### src/rtl/dbus_sramlike_bridge_pkg.sv
// Shared types and helpers for the memory-stage data-bus bridge: FSM state encoding,
// access-size codes and the kseg0/kseg1 virtual-to-physical address fold.
package dbus_sramlike_bridge_pkg;

    typedef enum logic [2:0] {
        IDLE  = 3'd0,
        REQ   = 3'd1,
        WAIT  = 3'd2,
        DONE  = 3'd3,
        DRAIN = 3'd4
    } dbus_state_t;

    localparam logic [1:0] MSIZE_BYTE = 2'd0;
    localparam logic [1:0] MSIZE_HALF = 2'd1;
    localparam logic [1:0] MSIZE_WORD = 2'd2;

    // kseg0/kseg1 share one physical window: drop the top three address bits.
    function automatic logic [31:0] va2pa(input logic [31:0] va, input logic map_en);
        if (map_en && (va[31:30] == 2'b10)) begin
            return {3'b000, va[28:0]};
        end
        return va;
    endfunction

endpackage

### src/rtl/dbus_sramlike_bridge.sv
// Runs each memory-stage load/store as one SRAM-like transaction; min 2 cycles request->d_data_ok.
// Stalls the pipeline via d_data_ok=0; data_req is held until addr_ok and never withdrawn.
module dbus_sramlike_bridge
    import dbus_sramlike_bridge_pkg::*;
#(
    parameter int ADDR_W   = 32,
    parameter int DATA_W   = 32,
    parameter int ADDR_MAP = 1
) (
    input  logic              clk,
    input  logic              reset,
    input  logic              m_ren,
    input  logic              m_wen,
    input  logic [ADDR_W-1:0] m_addr,
    input  logic [1:0]        m_size,
    input  logic [DATA_W-1:0] m_wdata,
    input  logic              flush,
    input  logic              advance,
    output logic [DATA_W-1:0] rd,
    output logic              d_data_ok,
    output logic              data_req,
    output logic              data_wr,
    output logic [1:0]        data_size,
    output logic [ADDR_W-1:0] data_addr,
    output logic [DATA_W-1:0] data_wdata,
    input  logic              data_addr_ok,
    input  logic              data_data_ok,
    input  logic [DATA_W-1:0] data_rdata
);

    dbus_state_t       state_q, state_d;
    logic              wr_q, wr_d;
    logic [1:0]        size_q, size_d;
    logic [ADDR_W-1:0] addr_q, addr_d;
    logic [DATA_W-1:0] wdata_q, wdata_d;
    logic [DATA_W-1:0] rd_q, rd_d;
    logic              cancel_q, cancel_d;
    logic [ADDR_W-1:0] pa;

    assign pa = ADDR_W'(va2pa(32'(m_addr), ADDR_MAP != 0));

    always_comb begin
        state_d   = state_q;
        wr_d      = wr_q;
        size_d    = size_q;
        addr_d    = addr_q;
        wdata_d   = wdata_q;
        rd_d      = rd_q;
        cancel_d  = cancel_q;
        data_req  = 1'b0;
        d_data_ok = 1'b0;

        case (state_q)
            IDLE: begin
                if ((m_ren || m_wen) && !flush) begin
                    wr_d     = m_wen;
                    size_d   = m_size;
                    addr_d   = pa;
                    wdata_d  = m_wdata;
                    cancel_d = 1'b0;
                    state_d  = REQ;
                end else begin
                    d_data_ok = 1'b1;
                end
            end
            REQ: begin
                data_req = 1'b1;
                if (flush) begin
                    cancel_d = 1'b1;
                end
                if (data_addr_ok) begin
                    if (data_data_ok) begin
                        if (cancel_d) begin
                            cancel_d = 1'b0;
                            state_d  = IDLE;
                        end else begin
                            if (!wr_q) begin
                                rd_d = data_rdata;
                            end
                            state_d = DONE;
                        end
                    end else begin
                        state_d = cancel_d ? DRAIN : WAIT;
                    end
                end
            end
            WAIT: begin
                if (flush) begin
                    cancel_d = 1'b1;
                end
                if (data_data_ok) begin
                    if (cancel_d) begin
                        cancel_d = 1'b0;
                        state_d  = IDLE;
                    end else begin
                        if (!wr_q) begin
                            rd_d = data_rdata;
                        end
                        state_d = DONE;
                    end
                end else if (cancel_d) begin
                    state_d = DRAIN;
                end
            end
            DRAIN: begin
                // The killed access must still consume its data_ok before a new one may issue.
                if (data_data_ok) begin
                    cancel_d = 1'b0;
                    state_d  = IDLE;
                end
            end
            DONE: begin
                d_data_ok = 1'b1;
                if (advance || flush) begin
                    state_d = IDLE;
                end
            end
            default: begin
                state_d = IDLE;
            end
        endcase
    end

    always_ff @(posedge clk) begin
        if (reset) begin
            state_q  <= IDLE;
            wr_q     <= 1'b0;
            size_q   <= 2'd0;
            addr_q   <= '0;
            wdata_q  <= '0;
            rd_q     <= '0;
            cancel_q <= 1'b0;
        end else begin
            state_q  <= state_d;
            wr_q     <= wr_d;
            size_q   <= size_d;
            addr_q   <= addr_d;
            wdata_q  <= wdata_d;
            rd_q     <= rd_d;
            cancel_q <= cancel_d;
        end
    end

    assign data_wr    = wr_q;
    assign data_size  = size_q;
    assign data_addr  = addr_q;
    assign data_wdata = wdata_q;
    assign rd         = rd_q;

endmodule

### config.mk
export PLATFORM = sky130hd
export DESIGN_NAME = dbus_sramlike_bridge
export DESIGN_NICKNAME = d
export VERILOG_FILES = /design/src/rtl/dbus_sramlike_bridge_pkg.sv /design/src/rtl/dbus_sramlike_bridge.sv
export SDC_FILE = /design/constraint.sdc
export NUM_CORES = 1
export LEC_CHECK = 0
export BUFFER_PORTS_ARGS = -buffer_cell sky130_fd_sc_hd__buf_2
export CAP_MARGIN = 20
export CORE_ASPECT_RATIO = 1.25
export CORE_MARGIN = 1
export CORE_UTILIZATION = 46
export CTS_BUF_LIST = sky130_fd_sc_hd__clkbuf_8
export DETAILED_ROUTE_END_ITERATION = 6
export HOLD_SLACK_MARGIN = 0.1
export PLACE_DENSITY_LB_ADDON = 0.1
export SLEW_MARGIN = 10
export SYNTH_ARGS = -nofsm -noshare
export SYNTH_HDL_FRONTEND = slang
export SYNTH_SLANG_ARGS = --single-unit
### constraint.sdc
create_clock -name clk -period 5 [get_ports clk]
set_input_delay 1 -clock clk [delete_from_list [all_inputs] [get_ports clk]]
set_output_delay 1 -clock clk [all_outputs]
set_load 0.03 [all_outputs]
Yosys cells after proc, flatten, opt, wreduce, memory -nomap -nowiden

Index checks and enable logic that the tools add are counted.

Register bits after elaboration: 103
Input bits: 106
Output and inout bits: 101
Logic and storage cells: 65

Eq/ne operators: 14
Multiplexer cells: 33
Reductions and logical operators: 11

Operators by type and width:

| operator                                                         | count |
|---|---|
| 32-bit 2-to-1 mux                                                | 8 |
| 32-bit one-hot mux with 2 select lines                           | 1 |
| 3-bit 2-to-1 mux                                                 | 8 |
| 2-bit != test (second input constant)                            | 8 |
| 3-bit one-hot mux with 5 select lines                            | 1 |
| 1-bit 2-to-1 mux                                                 | 11 |
| 3-bit by 2-bit == test with 1-bit output (second input constant) | 2 |
| 6-bit AND reduction                                              | 1 |
| 5-bit AND reduction                                              | 1 |
| 2-bit 2-to-1 mux                                                 | 2 |
| 1-bit one-hot mux with 4 select lines                            | 1 |
| 4-bit nonzero test                                               | 1 |
| 3-bit by 1-bit == test with 1-bit output (second input constant) | 1 |
| 3-bit == test (second input constant)                            | 1 |
| 3-bit zero test                                                  | 1 |
| 3-bit != test (second input constant)                            | 1 |
| 3-bit AND reduction                                              | 1 |
| 2-bit == test (second input constant)                            | 1 |
| 1-bit logical OR                                                 | 2 |
| 1-bit one-hot mux with 2 select lines                            | 1 |
| 2-bit AND reduction                                              | 1 |
| 2-bit nonzero test                                               | 1 |
| 1-bit logical AND                                                | 1 |
| 1-bit zero test                                                  | 1 |

Longest topological paths before layout

Depth after elaboration: 6
Depth in mapped cells: 7
Mapped depth without buffers: 4

Worst setup path before layout

OpenSTA, ideal clock, no wires.

Kind: input to output
Start point: input port m_wen
End point: output port d_data_ok
Arrival time: 1.636 ns
Required time: 4.000 ns
Path slack: 2.364 ns
Stages on the path: 3
Path buffers: 0
Path through: o21bai_1 -> nand2_1 -> o21ai_0

Longest elaborated chain between the ends: 4

RTL lines:

| item                                  | RTL line                   | source |
|---|---|---|
| from (decl)                           | dbus_sramlike_bridge.sv:13 | `input logic m_wen,` |
| 1-bit logical OR                      | dbus_sramlike_bridge.sv:55 | `if ((m_ren \|\| m_wen) && !flush) begin` |
| 1-bit logical AND                     | dbus_sramlike_bridge.sv:55 |  |
| 1-bit 2-to-1 mux                      | dbus_sramlike_bridge.sv:55 |  |
| 1-bit one-hot mux with 2 select lines | dbus_sramlike_bridge.sv:53 | `case (state_q)` |
| to (decl)                             | dbus_sramlike_bridge.sv:20 | `output logic d_data_ok,` |

No other way between the ends.

Worst setup path after layout

Ends and elaborated chain as after synthesis.

==> metrics.txt <==
Syn Nets=543; Least-Margin Pin Slew=1020 ps; WL met3=651 um; Req. time, crit path=4000 ps; fraction of registers with async set/reset=0%; Post-synth top cells=136 x nand2_1, 103 x dfxtp_1, 69 x a21oi_1; top cells by area, synth=dfxtp_1 55%, nand2_1 14%, a21oi_1 9.2%; Critical Path End Type=output pin; Post-CTS Hold Buffers=0; crit share post-route=57.6%; Fin. Hold Viols=0; Ant. Diodes=0; io pins=207; max-cap violations=0; top-count cell post-synth=nand2_1; TritonCTS buffer count=9; DIE WIDTH=82.9 um; CP arrival=1880 ps; kind of critical path=input pin to output pin; CP Max Fanout=4; Post-Route M1 WL=3640 um; Worst setup SP type=input pin; top-area cell type share of the netlist area=54.8%; Total Routing Usage GR=19.8%; Iter 0 DRT Violations=152; Area growth, synth to finish=31.1%; GRT overflow=0; Starting Density=48.0%; Worst R2R Setup Slack=2990 ps; type of the worst min-delay path=register to register; worst skew pair latency=360 ps; vias in the first global route=3091; Max Fclk=347 MHz; H-tree depth=3; Post-Syn Area=3760 um2; FP Rows=36; RSZ-0062 raised after global routing=no; Ys Warns=0; CP Cell Sequence=buf_2, o21bai_1, nand2_1, o21ai_0, buf_2; Setup WS pre-CTS=2130 ps; final sum of negative setup slack=0 ps; routed vias=3508; Top Layer Used=met4; share of layout cells above drive strength 1=35.9%; EDFF count, synth=0; CP top delay family=compound AO/OA/AOI/OAI gates; Critical-path top delay cell=o21bai_1; Final min period=2880 ps; WHS=456 ps; met2 routed wirelength=4460 um; clock skew=13.7 ps; Die Span Y=103 um; Max VDD drop=0.202 mV; #FFs+latches synth=103; routed vias/inst=4.85; Placer Congestion=0.781; clock-pin transition on the worst setup and hold timing paths=90 ps; slew margin rel.=32.2%; Pleak=2.59 nW; WP buf/inv=2; predominant post-synthesis flop cell=dfxtp_1; CP max stage delay=270 ps; first-pass GRT wire length=13600 um; Post-CTS Setup Bufs=0; post-synth cell types=29; endpoints failing setup=0; Core Area=7840 um2; largest net degree at the start of global routing=104; number of standard cells after synthesis=437; post-synthesis sequential area ratio=54.8%; status=complete, no violations; drt first pass iters=4; most used cell, CP=buf_2; NumNets Final=730; Final WS setup=2120 ps; Routed Antenna Nets=0; antenna violations before repair=0; TritonCTS sink count=103; total die area=8540 um2; post_cts resized=0; Avg Inst Size Synth=8.61 um2; top cell type by total area after synthesis=dfxtp_1; power per cell area=342 nW/um2; fin. max-slew vios=0; CTS tree=done; Port-buffer cells=206; routed len/inst=12.2 um; final core occ=62.9%; Root Driver=clkbuf_8; clock buffer depth=2; drt total wl=8870 um; DRC viols=0; hpwl dp=6100 um
-- flip-flops by register name, summed over array words and instances (netlist names) --
name        count
data_addr      32
data_wdata     32
rd             32
state_q         3
data_size       2
cancel_q        1
data_wr         1
-- where the power goes --
part | total, mW | leakage (nW) | internal, mW | switching, mW
logic | 0.328 | 1.67 | 0.111 | 0.217
clock network | 0.465 | 0.0871 | 0.192 | 0.273
registers | 0.891 | 0.839 | 0.867 | 0.0244
total | 1.68 | 2.59 | 1.17 | 0.514
-- logic make-up after synthesis --
group	after synthesis	share of synthesized area, %
buffers and inverters	32	5.09
muxes	32	8.52
adders and majority gates	1	0.266
and+or+nand+nor	189	19.7
AOI/OAI and AO/OA	80	11.6
DFF	103	54.8
-- layout by cell type, fill, tap and decap left out, types with 2 or more instances in the layout --
cell,n
a2bb2oi_1,2
inv_1,2
a21oi_1,69
nand2_1,136
nor2_1,39
clkinvlp_4,3
mux2i_1,32
nand2b_1,3
dfxtp_1,103
nor3_1,4
nand3_1,2
clkbuf_8,10
buf_4,2
buf_2,205
-- layout make-up --
cell class	instances	area (um2)
Tap cell	95	119
Clock buffer	10	138
Timing Repair Buffer	208	1060
Multi-Input combinational cell	302	1510
Sequential cell	103	2060
Fill cell	741	2910
Clock inverter	6	38.8
-- worst paths after layout --
| path | startpoint | to | depth (start not counted) |
|---|---|---|---|
| max | m_wen | d_data_ok | 5 |
| min | data_addr[13] | data_addr[13] | 2 |
| max reg2reg | state_q[1] | data_addr[12] | 5 |
| min reg2reg | data_addr[13] | data_addr[13] | 2 |
-- through the flow --
| step | instances | power, mW | area, um2 |
|---|---|---|---|
| floorplan | 437 | 1.13 | 3760 |
| global placement | 707 | 1.23 | 4730 |
| detailed placement | 707 | 1.24 | 4730 |
| CTS | 723 | 1.70 | 4910 |
| global route | 724 | 1.77 | 4930 |
| finish | 724 | 1.68 | 4930 |
-- per-layer routing --
metal,track usage (%),vias up
li1,-,1793
met4,7.82,0
met5,0,-
met3,6.89,10
met2,36.9,126
met1,20.6,1579
-- worst register-to-register path, stage by stage (launching register included) --
cell and delay [ps]:
dfxtp_1 420, nor3_1 380, nand2b_2 450, buf_4 420, nand2_1 130, a21oi_1 70
(Power assumes the default switching activity.)
